$ cat config.mk
export PLATFORM = sky130hd
export DESIGN_NAME = hdma_controller_flat
export DESIGN_NICKNAME = d
export VERILOG_FILES = /design/src/rtl/hdma_pkg.sv /design/src/rtl/hdma_controller_if.sv /design/src/rtl/hdma_xfer_engine.sv /design/src/rtl/hdma_controller.sv /design/src/flat_wrapper.sv
export SDC_FILE = /design/constraint.sdc
export NUM_CORES = 1
export LEC_CHECK = 0
export ABC_AREA = 1
export BUFFER_PORTS_ARGS = -buffer_cell sky130_fd_sc_hd__buf_2
export CORE_ASPECT_RATIO = 0.8
export CORE_MARGIN = 2
export CORE_UTILIZATION = 42
export DETAILED_ROUTE_END_ITERATION = 10
export GPL_TIMING_DRIVEN = 0
export HOLD_SLACK_MARGIN = 0.03
export SETUP_SLACK_MARGIN = 0.2
export SLEW_MARGIN = 20
export SYNTH_ARGS = -nofsm -noshare
export SYNTH_HDL_FRONTEND = slang
export SYNTH_SLANG_ARGS = --single-unit
$ cat constraint.sdc
create_clock -name clk -period 1.7 [get_ports clk]
set_clock_uncertainty 0.05 [all_clocks]
set_input_delay 0.17 -clock clk [delete_from_list [all_inputs] [get_ports clk]]
set_output_delay 0.17 -clock clk [all_outputs]
set_load 0.01 [all_outputs]
$ cat src/rtl/hdma_pkg.sv
// Shared types and constants for the CGB VRAM DMA controller.
package hdma_pkg;

  typedef enum logic [2:0] {
    ST_IDLE,
    ST_GDMA_REQ,
    ST_HDMA_WAIT,
    ST_HDMA_REQ,
    ST_RD,
    ST_WR
  } hdma_state_t;

  localparam logic [2:0] REG_SRC_HI = 3'd0;
  localparam logic [2:0] REG_SRC_LO = 3'd1;
  localparam logic [2:0] REG_DST_HI = 3'd2;
  localparam logic [2:0] REG_DST_LO = 3'd3;
  localparam logic [2:0] REG_CTRL   = 3'd4;

  localparam int unsigned BLOCK_BYTES = 16;

endpackage

$ cat src/rtl/hdma_controller_if.sv
// Register-window, CPU-bus, VRAM and PPU-status signals of the HDMA controller.
interface hdma_controller_if #(
  parameter int unsigned VRAM_AW = 13
);
  logic               reg_target;
  logic [2:0]         reg_select;
  logic               reg_write;
  logic [7:0]         reg_wdata;
  logic [7:0]         reg_rdata;
  logic               cgb_mode;
  logic               lcd_enable;
  logic               hblank_start;
  logic               cpu_halted;
  logic               cpu_stall;
  logic               bus_grant;
  logic [15:0]        src_addr;
  logic               src_rd;
  logic [7:0]         src_rdata;
  logic [VRAM_AW-1:0] vram_addr;
  logic [7:0]         vram_wdata;
  logic               vram_we;
  logic               active;

  // master: the DMA controller itself
  modport master (
    input  reg_target, reg_select, reg_write, reg_wdata,
    input  cgb_mode, lcd_enable, hblank_start, cpu_halted, bus_grant, src_rdata,
    output reg_rdata, cpu_stall, src_addr, src_rd, vram_addr, vram_wdata, vram_we, active
  );

  modport slave (
    output reg_target, reg_select, reg_write, reg_wdata,
    output cgb_mode, lcd_enable, hblank_start, cpu_halted, bus_grant, src_rdata,
    input  reg_rdata, cpu_stall, src_addr, src_rd, vram_addr, vram_wdata, vram_we, active
  );

endinterface

$ cat src/rtl/hdma_xfer_engine.sv
// Byte mover for one block: alternating bus-read / VRAM-write phases with the
// source/destination pointers and byte counter.
module hdma_xfer_engine
  import hdma_pkg::*;
#(
  parameter int unsigned VRAM_AW    = 13,
  parameter int unsigned BLOCK_LOG2 = 4
) (
  input  logic               i_clk,
  input  logic               i_rst_n,
  input  logic               i_start,
  input  logic               i_src_we,
  input  logic [15:0]        i_src_wdata,
  input  logic               i_dst_we,
  input  logic [VRAM_AW-1:0] i_dst_wdata,
  input  logic [7:0]         i_src_rdata,
  output logic [15:0]        o_src,
  output logic [VRAM_AW-1:0] o_dst,
  output logic               o_src_rd,
  output logic               o_vram_we,
  output logic [7:0]         o_vram_wdata,
  output logic               o_block_done
);

  hdma_state_t             r_phase;
  logic [15:0]             r_src;
  logic [VRAM_AW-1:0]      r_dst;
  logic [BLOCK_LOG2-1:0]   r_byte_cnt;
  logic                    w_last;
  logic                    w_wr;

  assign w_last = &r_byte_cnt;
  assign w_wr   = (r_phase == ST_WR);

  always_ff @(posedge i_clk or negedge i_rst_n) begin
    if (!i_rst_n) begin
      r_phase    <= ST_IDLE;
      r_src      <= '0;
      r_dst      <= '0;
      r_byte_cnt <= '0;
    end else begin
      if (i_src_we) r_src <= i_src_wdata;
      if (i_dst_we) r_dst <= i_dst_wdata;
      case (r_phase)
        ST_RD: r_phase <= ST_WR;
        ST_WR: begin
          r_src      <= r_src + 16'd1;
          r_dst      <= r_dst + VRAM_AW'(1);
          r_byte_cnt <= r_byte_cnt + BLOCK_LOG2'(1);
          // a start on the last write chains straight into the next block
          r_phase    <= (w_last && !i_start) ? ST_IDLE : ST_RD;
        end
        default: if (i_start) r_phase <= ST_RD;
      endcase
    end
  end

  assign o_src        = r_src;
  assign o_dst        = r_dst;
  assign o_src_rd     = (r_phase == ST_RD);
  assign o_vram_we    = w_wr;
  assign o_vram_wdata = w_wr ? i_src_rdata : '0;
  assign o_block_done = w_wr && w_last;

endmodule

$ cat src/rtl/hdma_controller.sv
// CGB VRAM DMA controller (FF51-FF55): GDMA/HDMA sequencing and CPU stall.
// Optional macro HDMA_LCD_OFF_BLOCK_EN: HDMA start with LCD off moves one block immediately.
module hdma_controller
  import hdma_pkg::*;
#(
  parameter int unsigned VRAM_AW    = 13,
  parameter int unsigned BLOCK_LOG2 = 4
) (
  input  logic               clk,
  input  logic               n_rst,
  hdma_controller_if.master  bus
);

  hdma_state_t        r_state;
  logic               r_hdma;
  logic               r_cpu_stall;
  logic               r_active;
  logic [7:0]         r_remaining;

  logic               w_reg_wr;
  logic               w_ctrl_wr;
  logic               w_ptr_ok;
  logic               w_grant_ok;
  logic               w_last_block;
  logic               w_start;
  logic               w_block_done;
  logic [7:0]         w_len;
  logic [6:0]         w_rem_m1;
  logic               w_src_we;
  logic               w_dst_we;
  logic [15:0]        w_src;
  logic [15:0]        w_src_wdata;
  logic [VRAM_AW-1:0] w_dst;
  logic [VRAM_AW-1:0] w_dst_wdata;

  assign w_reg_wr     = bus.reg_target && bus.reg_write && bus.cgb_mode;
  assign w_ctrl_wr    = w_reg_wr && (bus.reg_select == REG_CTRL);
  assign w_ptr_ok     = (r_state == ST_IDLE) || (r_state == ST_HDMA_WAIT);
  assign w_len        = {1'b0, bus.reg_wdata[6:0]} + 8'd1;
  assign w_rem_m1     = r_remaining[6:0] - 7'd1;
  assign w_last_block = (r_remaining == 8'd1);
  assign w_grant_ok   = ((r_state == ST_GDMA_REQ) || (r_state == ST_HDMA_REQ)) &&
                        r_cpu_stall && bus.bus_grant;
  assign w_start      = w_grant_ok ||
                        ((r_state == ST_WR) && w_block_done && !w_last_block && !r_hdma);

  always_comb begin
    w_src_we    = 1'b0;
    w_dst_we    = 1'b0;
    w_src_wdata = w_src;
    w_dst_wdata = w_dst;
    if (w_reg_wr && w_ptr_ok) begin
      case (bus.reg_select)
        REG_SRC_HI: begin
          w_src_we    = 1'b1;
          w_src_wdata = {bus.reg_wdata, w_src[7:0]};
        end
        REG_SRC_LO: begin
          w_src_we    = 1'b1;
          w_src_wdata = {w_src[15:8], bus.reg_wdata[7:4], 4'h0};
        end
        REG_DST_HI: begin
          w_dst_we    = 1'b1;
          w_dst_wdata = {bus.reg_wdata[VRAM_AW-9:0], w_dst[7:0]};
        end
        REG_DST_LO: begin
          w_dst_we    = 1'b1;
          w_dst_wdata = {w_dst[VRAM_AW-1:8], bus.reg_wdata[7:4], 4'h0};
        end
        default: ;
      endcase
    end
  end

  always_ff @(posedge clk or negedge n_rst) begin
    if (!n_rst) begin
      r_state     <= ST_IDLE;
      r_hdma      <= 1'b0;
      r_cpu_stall <= 1'b0;
      r_active    <= 1'b0;
      r_remaining <= '0;
    end else begin
      case (r_state)
        ST_IDLE: if (w_ctrl_wr) begin
          r_remaining <= w_len;
          r_active    <= 1'b1;
          r_hdma      <= bus.reg_wdata[7];
          if (!bus.reg_wdata[7]) begin
            r_state <= ST_GDMA_REQ;
          end else begin
`ifdef HDMA_LCD_OFF_BLOCK_EN
            r_state <= bus.lcd_enable ? ST_HDMA_WAIT : ST_HDMA_REQ;
`else
            r_state <= ST_HDMA_WAIT;
`endif
          end
        end
        ST_HDMA_WAIT: begin
          if (w_ctrl_wr) begin
            if (bus.reg_wdata[7]) begin
              r_remaining <= w_len;
            end else begin
              r_state  <= ST_IDLE;
              r_active <= 1'b0;
            end
          end else if (bus.hblank_start && bus.lcd_enable && !bus.cpu_halted) begin
            r_state <= ST_HDMA_REQ;
          end
        end
        ST_GDMA_REQ, ST_HDMA_REQ: begin
          r_cpu_stall <= 1'b1;
          if (w_grant_ok) r_state <= ST_RD;
        end
        ST_RD: r_state <= ST_WR;
        ST_WR: begin
          if (w_block_done) begin
            r_remaining <= r_remaining - 8'd1;
            if (w_last_block) begin
              r_state     <= ST_IDLE;
              r_cpu_stall <= 1'b0;
              r_active    <= 1'b0;
            end else if (r_hdma) begin
              r_state     <= ST_HDMA_WAIT;
              r_cpu_stall <= 1'b0;
            end else begin
              r_state <= ST_RD;
            end
          end else begin
            r_state <= ST_RD;
          end
        end
        default: r_state <= ST_IDLE;
      endcase
    end
  end

  hdma_xfer_engine #(
    .VRAM_AW   (VRAM_AW),
    .BLOCK_LOG2(BLOCK_LOG2)
  ) u_engine (
    .i_clk       (clk),
    .i_rst_n     (n_rst),
    .i_start     (w_start),
    .i_src_we    (w_src_we),
    .i_src_wdata (w_src_wdata),
    .i_dst_we    (w_dst_we),
    .i_dst_wdata (w_dst_wdata),
    .i_src_rdata (bus.src_rdata),
    .o_src       (w_src),
    .o_dst       (w_dst),
    .o_src_rd    (bus.src_rd),
    .o_vram_we   (bus.vram_we),
    .o_vram_wdata(bus.vram_wdata),
    .o_block_done(w_block_done)
  );

  assign bus.src_addr  = w_src;
  assign bus.vram_addr = w_dst;
  assign bus.cpu_stall = r_cpu_stall;
  assign bus.active    = r_active;
  assign bus.reg_rdata = (bus.cgb_mode && bus.reg_target && (bus.reg_select == REG_CTRL)) ?
                         {~r_active, w_rem_m1} : 8'hFF;

endmodule

$ cat src/flat_wrapper.sv
// flat-port wrapper written by rule: the top's interface ports become plain ports
module hdma_controller_flat import hdma_pkg::*;
#(
  parameter int unsigned VRAM_AW    = 13,
  parameter int unsigned BLOCK_LOG2 = 4
)
  (clk, n_rst, bus_reg_target, bus_reg_select, bus_reg_write, bus_reg_wdata, bus_cgb_mode, bus_lcd_enable, bus_hblank_start, bus_cpu_halted, bus_bus_grant, bus_src_rdata, bus_reg_rdata, bus_cpu_stall, bus_src_addr, bus_src_rd, bus_vram_addr, bus_vram_wdata, bus_vram_we, bus_active);
  hdma_controller_if #(.VRAM_AW(VRAM_AW)) bus_i ();
  input  logic clk;
  input  logic n_rst;
  input wire logic [$bits(bus_i.reg_target)-1:0] bus_reg_target;
  input wire logic [$bits(bus_i.reg_select)-1:0] bus_reg_select;
  input wire logic [$bits(bus_i.reg_write)-1:0] bus_reg_write;
  input wire logic [$bits(bus_i.reg_wdata)-1:0] bus_reg_wdata;
  input wire logic [$bits(bus_i.cgb_mode)-1:0] bus_cgb_mode;
  input wire logic [$bits(bus_i.lcd_enable)-1:0] bus_lcd_enable;
  input wire logic [$bits(bus_i.hblank_start)-1:0] bus_hblank_start;
  input wire logic [$bits(bus_i.cpu_halted)-1:0] bus_cpu_halted;
  input wire logic [$bits(bus_i.bus_grant)-1:0] bus_bus_grant;
  input wire logic [$bits(bus_i.src_rdata)-1:0] bus_src_rdata;
  output wire logic [$bits(bus_i.reg_rdata)-1:0] bus_reg_rdata;
  output wire logic [$bits(bus_i.cpu_stall)-1:0] bus_cpu_stall;
  output wire logic [$bits(bus_i.src_addr)-1:0] bus_src_addr;
  output wire logic [$bits(bus_i.src_rd)-1:0] bus_src_rd;
  output wire logic [$bits(bus_i.vram_addr)-1:0] bus_vram_addr;
  output wire logic [$bits(bus_i.vram_wdata)-1:0] bus_vram_wdata;
  output wire logic [$bits(bus_i.vram_we)-1:0] bus_vram_we;
  output wire logic [$bits(bus_i.active)-1:0] bus_active;
  assign bus_i.reg_target = bus_reg_target;
  assign bus_i.reg_select = bus_reg_select;
  assign bus_i.reg_write = bus_reg_write;
  assign bus_i.reg_wdata = bus_reg_wdata;
  assign bus_i.cgb_mode = bus_cgb_mode;
  assign bus_i.lcd_enable = bus_lcd_enable;
  assign bus_i.hblank_start = bus_hblank_start;
  assign bus_i.cpu_halted = bus_cpu_halted;
  assign bus_i.bus_grant = bus_bus_grant;
  assign bus_i.src_rdata = bus_src_rdata;
  assign bus_reg_rdata = bus_i.reg_rdata;
  assign bus_cpu_stall = bus_i.cpu_stall;
  assign bus_src_addr = bus_i.src_addr;
  assign bus_src_rd = bus_i.src_rd;
  assign bus_vram_addr = bus_i.vram_addr;
  assign bus_vram_wdata = bus_i.vram_wdata;
  assign bus_vram_we = bus_i.vram_we;
  assign bus_active = bus_i.active;
  hdma_controller #(.VRAM_AW(VRAM_AW), .BLOCK_LOG2(BLOCK_LOG2)) u_core (.clk(clk), .n_rst(n_rst), .bus(bus_i));
endmodule
==> results of run 1 <==
-- tightest hold or removal path, delay by kind of cell --
kind / cells / cell delay (ns)
buf+inv: 1 / 0.14
simple gates: 1 / 0.08
compound gates: 1 / 0.08
-- flip-flops by register name (all words and copies together) (netlist names) --
| signal | cells |
|---|---|
| u_core.u_engine.o_dst | 13 |
| u_core.u_engine.r_byte_cnt | 4 |
| u_core.bus.active | 1 |
| u_core.r_remaining | 8 |
| u_core.u_engine.o_src | 16 |
| u_core.r_state | 3 |
| u_core.bus.cpu_stall | 1 |
| u_core.r_hdma | 1 |
| u_core.u_engine.r_phase | 2 |
-- cell families (layout without fill, tap and decap cells) --
logic type	Yosys count	after routing	synth area share [%]
compound gates	71	71	11.5
buf+inv	74	213	8.63
fa+ha+maj	6	6	2.18
xor+xnor	10	10	2.55
flops	49	49	35.7
simple gates	314	314	39.4
-- repair_timing --
item	CTS	global route
setup endpoints to repair	43	58
setup buffers	30	24
hold endpoints to repair	49	0
pin swaps	11	68
hold buffers	1	0
gates resized for setup	37	183
cloned	1	0
-- power groups by stage --
stage / Combinational, mW / Clock [mW] / Sequential, mW
after floorplan: 3.05 / 0 / 2.42
after global placement: 4.40 / 0 / 2.38
after detailed placement: 4.50 / 0 / 2.39
after CTS: 5.66 / 0.909 / 2.33
after global routing: 8.21 / 0.950 / 2.54
final: 7.53 / 0.902 / 2.47
-- layer usage --
| metal | vias to the layer above | GRT usage (%) | wire [microns] |
|---|---|---|---|
| met5 | - | 0 | 0 |
| met4 | 0 | 5.33 | 65 |
| met3 | 7 | 3.69 | 573 |
| met2 | 105 | 39.3 | 5560 |
| met1 | 1901 | 33.7 | 5110 |
| li1 | 1950 | - | - |
-- area by class of cell --
cell class | count | area (sq um)
well taps | 108 | 135
multi-input cells | 401 | 2470
repair buffers | 131 | 935
fillers | 680 | 2700
clock buffers | 5 | 68.8
flip-flops and latches | 49 | 1230
inverters | 66 | 259
clock inverters | 3 | 46.3
plain buffers | 8 | 103
-- how the worst max path moves through the flow --
| stage | startpoint | to | slack [ns] | depth (start not counted) |
|---|---|---|---|---|
| 2_1_floorplan | u_core.u_engine.o_dst[0] | u_core.u_engine.o_dst[6] | 0.23 | 10 |
| 3_3_place_gp | u_core.u_engine.r_phase[0] | u_core.u_engine.o_src[13] | 0.05 | 5 |
| 3_5_place_dp | u_core.u_engine.r_phase[0] | bus_vram_wdata[3] | 0.05 | 5 |
| 4_1_cts | u_core.r_remaining[1] | bus_reg_rdata[4] | 0.04 | 7 |
| 5_1_grt | u_core.r_remaining[0] | bus_reg_rdata[4] | -0.1 | 7 |
| 6_report | u_core.r_remaining[0] | bus_reg_rdata[4] | 0.01 | 7 |
-- cell usage after synthesis (4+ instances only) --
cell type / number / area share [%]
a21oi_1: 27 / 3.9
dfrtp_1: 49 / 36
ha_1: 6 / 2.2
inv_1: 63 / 6.9
nand2_1: 164 / 18
nand2_2: 6 / 1.1
nand3_1: 37 / 5.4
nand3_2: 4 / 1.2
nand4_1: 13 / 2.4
nor2_1: 76 / 8.3
nor2_2: 5 / 0.91
o21ai_0: 29 / 4.2
xnor2_1: 5 / 1.3
xor2_1: 5 / 1.3
-- through the flow --
stage                     hold WS (ns)  setup TNS (ns)  setup slack, ns
after global routing             0.142          -0.189          -0.0977
after detailed placement         0.204               0           0.0510
after global placement           0.412               0           0.0513
final                            0.122               0           0.0105
after floorplan                 -0.176               0            0.227
after CTS                        0.115               0           0.0450
-- layout by cell type, fill, tap and decap left out, types with 4 or more instances in the layout --
| cell | synthesis | final |
|---|---|---|
| nand2_1 | 164 | 128 |
| buf_2 | 3 | 69 |
| inv_1 | 63 | 53 |
| dfrtp_1 | 49 | 44 |
| nor2_1 | 76 | 43 |
| buf_4 | 2 | 39 |
| nand3_1 | 37 | 32 |
| nand2_2 | 6 | 26 |
| nor2_2 | 5 | 21 |
| nor2_4 | 2 | 19 |
| buf_6 | 1 | 19 |
| o21ai_0 | 29 | 15 |
| nand2_4 | 0 | 14 |
| nand4_1 | 13 | 13 |
| a21oi_2 | 0 | 13 |
| a21oi_1 | 27 | 13 |
| o21ai_1 | 1 | 11 |
| inv_2 | 3 | 9 |
| buf_8 | 0 | 8 |
| nand3_2 | 4 | 7 |
| clkbuf_8 | 0 | 5 |
| dfrtp_2 | 0 | 5 |
| xnor2_1 | 5 | 4 |
| o21ai_2 | 1 | 4 |
| xor2_1 | 5 | 4 |
==> metrics.csv, run 1 <==
metric;value;unit
die width;105;microns
P_sw;5.30;mW
Sw Share;48.6;%
Tmin final;1.69;ns
Post-synth EDFFs;0;
clock sink total;49;
ys async rst share;100;%
initial antenna violation count;0;
CP Data Required Time;1.48;ns
CTS tree;built;
share of cells above drive strength 1;43.1;%
Synth Net Count;558;
Placed Cells;707;
Cell variety after synth;33;
Skew-Pair Late Insertion Delay;0.32;ns
Int Power;5.60;mW
overall power;10.9;mW
crit path DAT;1.47;ns
fin nets;696;
register area share after synthesis;35.7;%
Antenna diodes;0;
sequential cell fraction of total power;22.7;%
prevailing post-synth register cell;dfrtp_1;
Routed WL;11300;microns
Pwr per Cell Area;2080;nW/um^2
Yosys reg bits;49;
P&R area growth vs syn;52.8;%
MaxCap Viol Count;0;
crit-path leading delay family;flip-flops;
routed len/inst;14.7;microns
Worst Hold Class;input pin to flip-flop;
crit path kind;flip-flop to output port;
Syn. warnings;0;
Rel. slew slack;54.3;%
fmax;0.592;GHz
crit path buf inv count;3;
die height;84.9;microns
CP startpoint kind;flip-flop;
GP Congestion;0.860;
RSZ-0062 raised after global routing;true;
hold path endpoint;u_core.u_engine.o_dst[4];
largest net degree at the start of global routing;50;
final hold vios;0;
Netlist Area Pre-Place;3440;sq um
Worst Max-Slew Pin Slew;0.685;ns
Vias/cell;5.14;
post-synthesis cell count;524;
Root Buffer;clkbuf_8;
Core Util, Final;66.1;%
Clock Pin Slew Worst Setup and Hold Paths;0.11;ns
fin crit share;99.4;%
Design Area, Final;5250;sq um
io pins;77;
clock share of power;8.3;%
Pre-antenna DRT Iters;5;
run status;complete, no violations;
Avg Cell Area, Syn;6.56;sq um
Starting Density;43.2;%
final cell count without fillers;771;
via count;3963;
Pins Over Slew Limit;0;
FF-to-FF path depth;7;
Core Footprint;7950;sq um
PortBufs;75;
Final Setup Violations;0;
Largest stage delay, worst path;0.40;ns
residual DRC count;0;
Area after DPL;3950;sq um
capture point of the worst reg-to-reg path;u_core.u_engine.o_src[13];
Detail Placement HPWL;7240;microns
Reg2Reg Setup Slack;0.17;ns
Routed Antenna Nets;0;
clock buffer depth;2;
Pleak;2.58;nW
Slowest-stage cell, CP;dfrtp_1;
vias in the first global route;3620;
reg2reg start;u_core.r_state[2];
DRT iter0 DRCs;267;
Die Area;8920;sq um
total grt overflow;0;
worst hold path cell count;3;
Worst Setup End Kind;output port;
Num CTS Buffers;5;
critical hold path startpoint;bus_reg_wdata[4];
peak supply drop;0.984;mV
GRT Total Usage;24.0;%
first-pass GRT wire length;17300;microns
CTS H-tree lvls;2;
row count;29;
crit path cell chain;inv_2 -> ha_4 -> nand2_2 -> xnor2_1 -> inv_1 -> nand2_1 -> buf_2;
Worst Path Max Fanout;4;
Logic pwr share;69.1;%
No activity file was read; power rests on OpenSTA's default activity.
==> run 2: changes to the inputs <==
==> constraint.sdc (replaced) <==
create_clock -name clk -period 2 [get_ports clk]
set_clock_uncertainty 0.05 [all_clocks]
set_input_delay 0.2 -clock clk [delete_from_list [all_inputs] [get_ports clk]]
set_output_delay 0.2 -clock clk [all_outputs]
set_load 0.01 [all_outputs]
==> run 2 against run 1 <==
  * Sequential share of layout area up 5.9 points
  * Sequential power down 18%
  * Global-route usage down 1.6 points
  * Via count down 7.9%
  * Critical path depth unchanged
  * Largest cell class unchanged
  * Highest routed layer unchanged
==> metrics.csv, run 2 (synthesis gave the netlist of run 1 again) <==
metric;value;unit
run status;complete, no violations;
CTS tree;built;
Pins Over Slew Limit;0;
largest net degree at the start of global routing;50;
DRT iter0 DRCs;193;
total grt overflow;0;
clock buffer depth;2;
CP startpoint kind;flip-flop;
final hold vios;0;
GP Congestion;0.860;
Vias/cell;5.05;
residual DRC count;0;
Routed Antenna Nets;0;
Die Area;8920;sq um
crit path kind;flip-flop to output port;
CP most frequent cell;nand2_1;
Logic pwr share;59.4;%
Worst Setup End Kind;output port;
P&R area growth vs syn;21.5;%
Pleak;2.18;nW
clock sink total;49;
most frequent cells in the layout;164 x nand2_1, 76 x buf_2, 75 x nor2_1;
Int Power;3.43;mW
Core Footprint;7950;sq um
Skew-Pair Late Insertion Delay;0.32;ns
Sw Share;50.1;%
crit-path leading delay family;flip-flops;
Antenna diodes;0;
MaxCap Viol Count;0;
clock share of power;11.0;%
P_sw;3.45;mW
peak supply drop;0.664;mV
crit path DAT;1.46;ns
highest metal used;met4;
Root Buffer;clkbuf_8;
Largest stage delay, worst path;0.42;ns
initial antenna violation count;0;
overall power;6.88;mW
CP Data Required Time;1.75;ns
Worst Hold Class;input pin to flip-flop;
sequential cell fraction of total power;29.6;%
Pwr per Cell Area;1650;nW/um^2
Starting Density;43.2;%
fin nets;647;
Worst Max-Slew Pin Slew;0.673;ns
Num CTS Buffers;5;
Tmin final;1.71;ns
Routed WL;9660;microns
share of cells above drive strength 1;20.4;%
Multi-input gate area;1940;sq um
Pre-antenna DRT Iters;5;
fmax;0.583;GHz
fin crit share;85.7;%
row count;29;
worst slack, placed;0.321;ns
storage element area;1230;sq um
Rel. slew slack;55.2;%
met3 routed wirelength;597;microns
Slowest-stage cell, CP;dfrtp_1;
routed len/inst;13.4;microns
RSZ-0062 raised after global routing;true;
DR WL met2;4270;microns
GRT Total Usage;22.3;%
Largest register FFs;16;
setup slack after layout;0.286;ns
die width;105;microns
vias in the first global route;3372;
Final Setup Violations;0;
WL met1;4700;microns
first-pass GRT wire length;16200;microns
CTS H-tree lvls;2;
commonest non-fill, non-tap cell in the layout;nand2_1;
Core Util, Final;52.5;%
via count;3648;
worst hold slack;0.149;ns
crit path buf inv count;3;
Worst Path Max Fanout;4;
crit path cell chain;inv_2 -> ha_4 -> nand2_1 -> xnor2_1 -> inv_1 -> nand2_1 -> buf_2;
setup TNS;0;ns
die height;84.9;microns
Detail Placement HPWL;7240;microns
filler instances;821;
io pins;77;
Clock Pin Slew Worst Setup and Hold Paths;0.10;ns
PortBufs;75;
## run 2: cell types whose count changed in the layout (fill, tap and decap cells not counted), moves of 8 or more
cell / delta
o21ai_1: -10
buf_6: -15
buf_8: -8
nand2_4: -13
nor2_4: -16
o21ai_0: +14
a21oi_1: +14
nor2_1: +32
nor2_2: -16
a21oi_2: -13
nand2_1: +36
nand2_2: -21
buf_4: -33
## run 2: power by group through the flow
stage	logic [mW]	registers, mW	clock network (mW)
final	4.09	2.03	0.758
after global routing	4.65	2.11	0.806
after CTS	3.88	2.02	0.772
after detailed placement	3.82	2.03	0
after global placement	3.74	2.02	0
after floorplan	2.59	2.06	0
## run 2: final cells by class
type	count	share of cell area, %
well taps	108	3.24
repair buffers	82	10.7
clock inverters	3	1.11
inverters	66	5.94
multi-input cells	401	46.4
plain buffers	8	1.59
flip-flops and latches	49	29.4
clock buffers	5	1.65
## run 2: through the flow
step / instance area (sq um) / cells
6_report: 4170 / 722
5_1_grt: 4170 / 722
4_1_cts: 4080 / 716
3_5_place_dp: 3950 / 707
3_3_place_gp: 3950 / 707
2_1_floorplan: 3440 / 524
## run 2: path summary, 6_finish.rpt
path / from / to / slack (ns) / cells after the start
setup / recovery: u_core.r_remaining[0] / bus_reg_rdata[4] / 0.29 / 7
hold / removal: bus_bus_grant / u_core.r_state[0] / 0.15 / 4
setup reg to reg: u_core.r_state[0] / u_core.u_engine.o_dst[5] / 0.40 / 8
hold reg to reg: u_core.u_engine.r_byte_cnt[3] / u_core.u_engine.r_byte_cnt[3] / 0.42 / 1
max in group asynchronous: n_rst / u_core.u_engine.r_byte_cnt[0] / 1.03 / 2
min in group asynchronous: n_rst / u_core.u_engine.o_dst[3] / 0.37 / 2
## run 2: repair_timing
action / 4_1_cts / 5_1_grt
cloned: 0 / 0
resized for setup: 5 / 9
setup endpoints to repair: 10 / 14
pin swaps: 0 / 2
hold buffers: 1 / 0
buffers inserted: 0 / 6
endpoints found under the hold margin: 49 / 0
## run 2: layer usage
metal,vias to the layer above,global-route usage (%)
met2,113,35.2
met5,-,0
met1,1673,32.4
met3,11,3.84
met4,0,4.97
li1,1851,-
## run 2: worst min-delay path, cell delays in order
cell	delay (ns)
buf_2	0.09
a21oi_1	0.06
inv_1	0.07
nand2_1	0.06
==> run 3: changes to the inputs <==
--- a/config.mk
+++ b/config.mk
@@ -7,12 +7,14 @@
 export LEC_CHECK = 0
 export ABC_AREA = 1
 export BUFFER_PORTS_ARGS = -buffer_cell sky130_fd_sc_hd__buf_2
+export CELL_PAD_IN_SITES_DETAIL_PLACEMENT = 1
+export CELL_PAD_IN_SITES_GLOBAL_PLACEMENT = 1
 export CORE_ASPECT_RATIO = 0.8
-export CORE_MARGIN = 2
-export CORE_UTILIZATION = 42
+export CORE_UTILIZATION = 41
 export DETAILED_ROUTE_END_ITERATION = 10
 export GPL_TIMING_DRIVEN = 0
 export HOLD_SLACK_MARGIN = 0.03
+export PLACE_DENSITY_LB_ADDON = 0.1
 export SETUP_SLACK_MARGIN = 0.2
 export SLEW_MARGIN = 20
 export SYNTH_ARGS = -nofsm -noshare
==> run 3 against run 2 <==
  * Global-route usage rose by 3.1 points
  * Critical path depth fell by 1
  * Highest routed layer unchanged
  * Largest power group unchanged
  * Power shrank 0.40%
  * Cell count fell by 0.28%
  * Setup slack got worse by 0.062 ns
  * Flip-flop and latch count is the same
  * Non-clock buffer count decreased by 1
  * Critical endpoint is now bus_reg_rdata[5]
  * Clock-buffer cell count is 2 higher
  * Sequential power grew 2%
  * Largest cell class unchanged
==> metrics.csv, run 3 (synthesis gave the netlist of run 1 again) <==
metric;value;unit
crit path kind;flip-flop to output port;
Design Area, Final;4140;sq um
Tmin final;1.78;ns
Pwr per Cell Area;1650;nW/um^2
io pins;77;
Area after DPL;3950;sq um
CTS H-tree lvls;2;
die width;104;microns
Pre-antenna DRT Iters;4;
Final Setup Violations;0;
largest net degree at the start of global routing;50;
fin nets;646;
residual DRC count;0;
peak supply drop;0.655;mV
fmax;0.563;GHz
P&R area growth vs syn;20.5;%
filler instances;1111;
worst hold slack;0.155;ns
Pleak;2.16;nW
MaxCap Viol Count;0;
CP Data Required Time;1.75;ns
commonest non-fill, non-tap cell in the layout;nand2_1;
row count;29;
initial antenna violation count;0;
Worst Hold Class;input pin to flip-flop;
Root Buffer;clkbuf_8;
vias in the first global route;3744;
Core Footprint;8020;sq um
total grt overflow;0;
fin crit share;88.8;%
setup TNS;0;ns
critical hold path startpoint;bus_bus_grant;
via count;3724;
DR WL met2;5290;microns
Die Area;8750;sq um
Skew-Pair Late Insertion Delay;0.31;ns
crit path DAT;1.53;ns
clock buffer depth;2;
Worst Max-Slew Pin Slew;0.676;ns
highest metal used;met4;
Vias/cell;5.17;
Routed WL;11000;microns
reg2reg start;u_core.u_engine.r_byte_cnt[0];
DRT iter0 DRCs;136;
GRT Total Usage;25.5;%
Clock Pin Slew Worst Setup and Hold Paths;0.10;ns
final hold vios;0;
Starting Density;42.8;%
RSZ-0062 raised after global routing;true;
share of cells above drive strength 1;20.6;%
overall power;6.85;mW
WL met1;5330;microns
Largest register FFs;16;
PortBufs;75;
die height;83.9;microns
first-pass GRT wire length;17900;microns
most frequent cells in the layout;164 x nand2_1, 76 x buf_2, 73 x nor2_1;
Detail Placement HPWL;8340;microns
met3 routed wirelength;315;microns
Worst Path Max Fanout;4;
CP startpoint kind;flip-flop;
Critical path origin;u_core.r_remaining[3];
CTS tree;built;
run status;complete, no violations;
clock sink total;49;
Rel. slew slack;54.9;%
Routed Antenna Nets;0;
Worst Setup End Kind;output port;
routed len/inst;15.2;microns
Pins Over Slew Limit;0;
Antenna diodes;0;
Num CTS Buffers;5;
GP Congestion;0.849;
[run 3: cell types whose count changed in the layout (fill, tap and decap cells not counted)]
cell        delta
nor2_4         +1
bufinv_16      -1
nor2_1         -2
dfrtp_2        +3
clkbuf_1       +1
clkinvlp_4     -1
inv_2          -1
buf_12         -1
clkbuf_8       +1
inv_1          +1
clkinv_4       -1
dfrtp_1        -3
nor2_2         +1
[run 3: path summary, 6_finish.rpt]
kind                       slack [ns]  cells after the start                       endpoint
max                              0.22                      6               bus_reg_rdata[5]
min                              0.16                      4              u_core.r_state[0]
max reg2reg                      0.35                      7          u_core.r_remaining[4]
min reg2reg                      0.44                      1  u_core.u_engine.r_byte_cnt[3]
max in group asynchronous        1.01                      2          u_core.r_remaining[4]
min in group asynchronous        0.42                      2      u_core.u_engine.o_dst[11]
[run 3: what timing repair did]
action / CTS / global route
resized for setup: 7 / 12
pin swaps: 0 / 2
hold buffers: 1 / 0
endpoints found under the hold margin: 49 / 0
gates cloned: 0 / 0
setup buffers: 0 / 5
endpoints found under the setup margin: 10 / 16
[run 3: per-stage QoR]
step	setup WS, ns	util, %	std cells
2_1_floorplan	0.527	-	524
3_3_place_gp	0.346	49.2	707
3_5_place_dp	0.321	49.2	707
4_1_cts	0.201	50.7	715
5_1_grt	0.144	51.6	720
6_report	0.224	51.6	720
[run 3: worst max-delay path: stages, from the launching register on]
cell	delay, ns
dfrtp_2	0.47
nor2_4	0.14
nand3_1	0.10
xor2_1	0.22
inv_1	0.08
nand2_1	0.07
buf_2	0.14
[run 3: routing by layer]
layer	track usage (%)	up-vias
met5	0	-
met1	34.4	1811
met4	4.16	0
li1	-	1843
met3	3.12	4
met2	44.1	66
[run 3: area by class of cell]
class                      instances  area [sq um]  share of cell area (%)
timing repair buffer              81           425                    10.3
multi-input combinational        401          1950                    47.1
buffer                             8          66.3                    1.60
clock buffer                       7          86.3                    2.09
sequential                        49          1230                    29.7
tap                              108           135                    3.26
inverter                          66           248                    5.99
[run 3: where the power goes]
group	switching (mW)	internal, mW
logic	2.64	1.52
clock network	0.351	0.276
registers	0.588	1.48
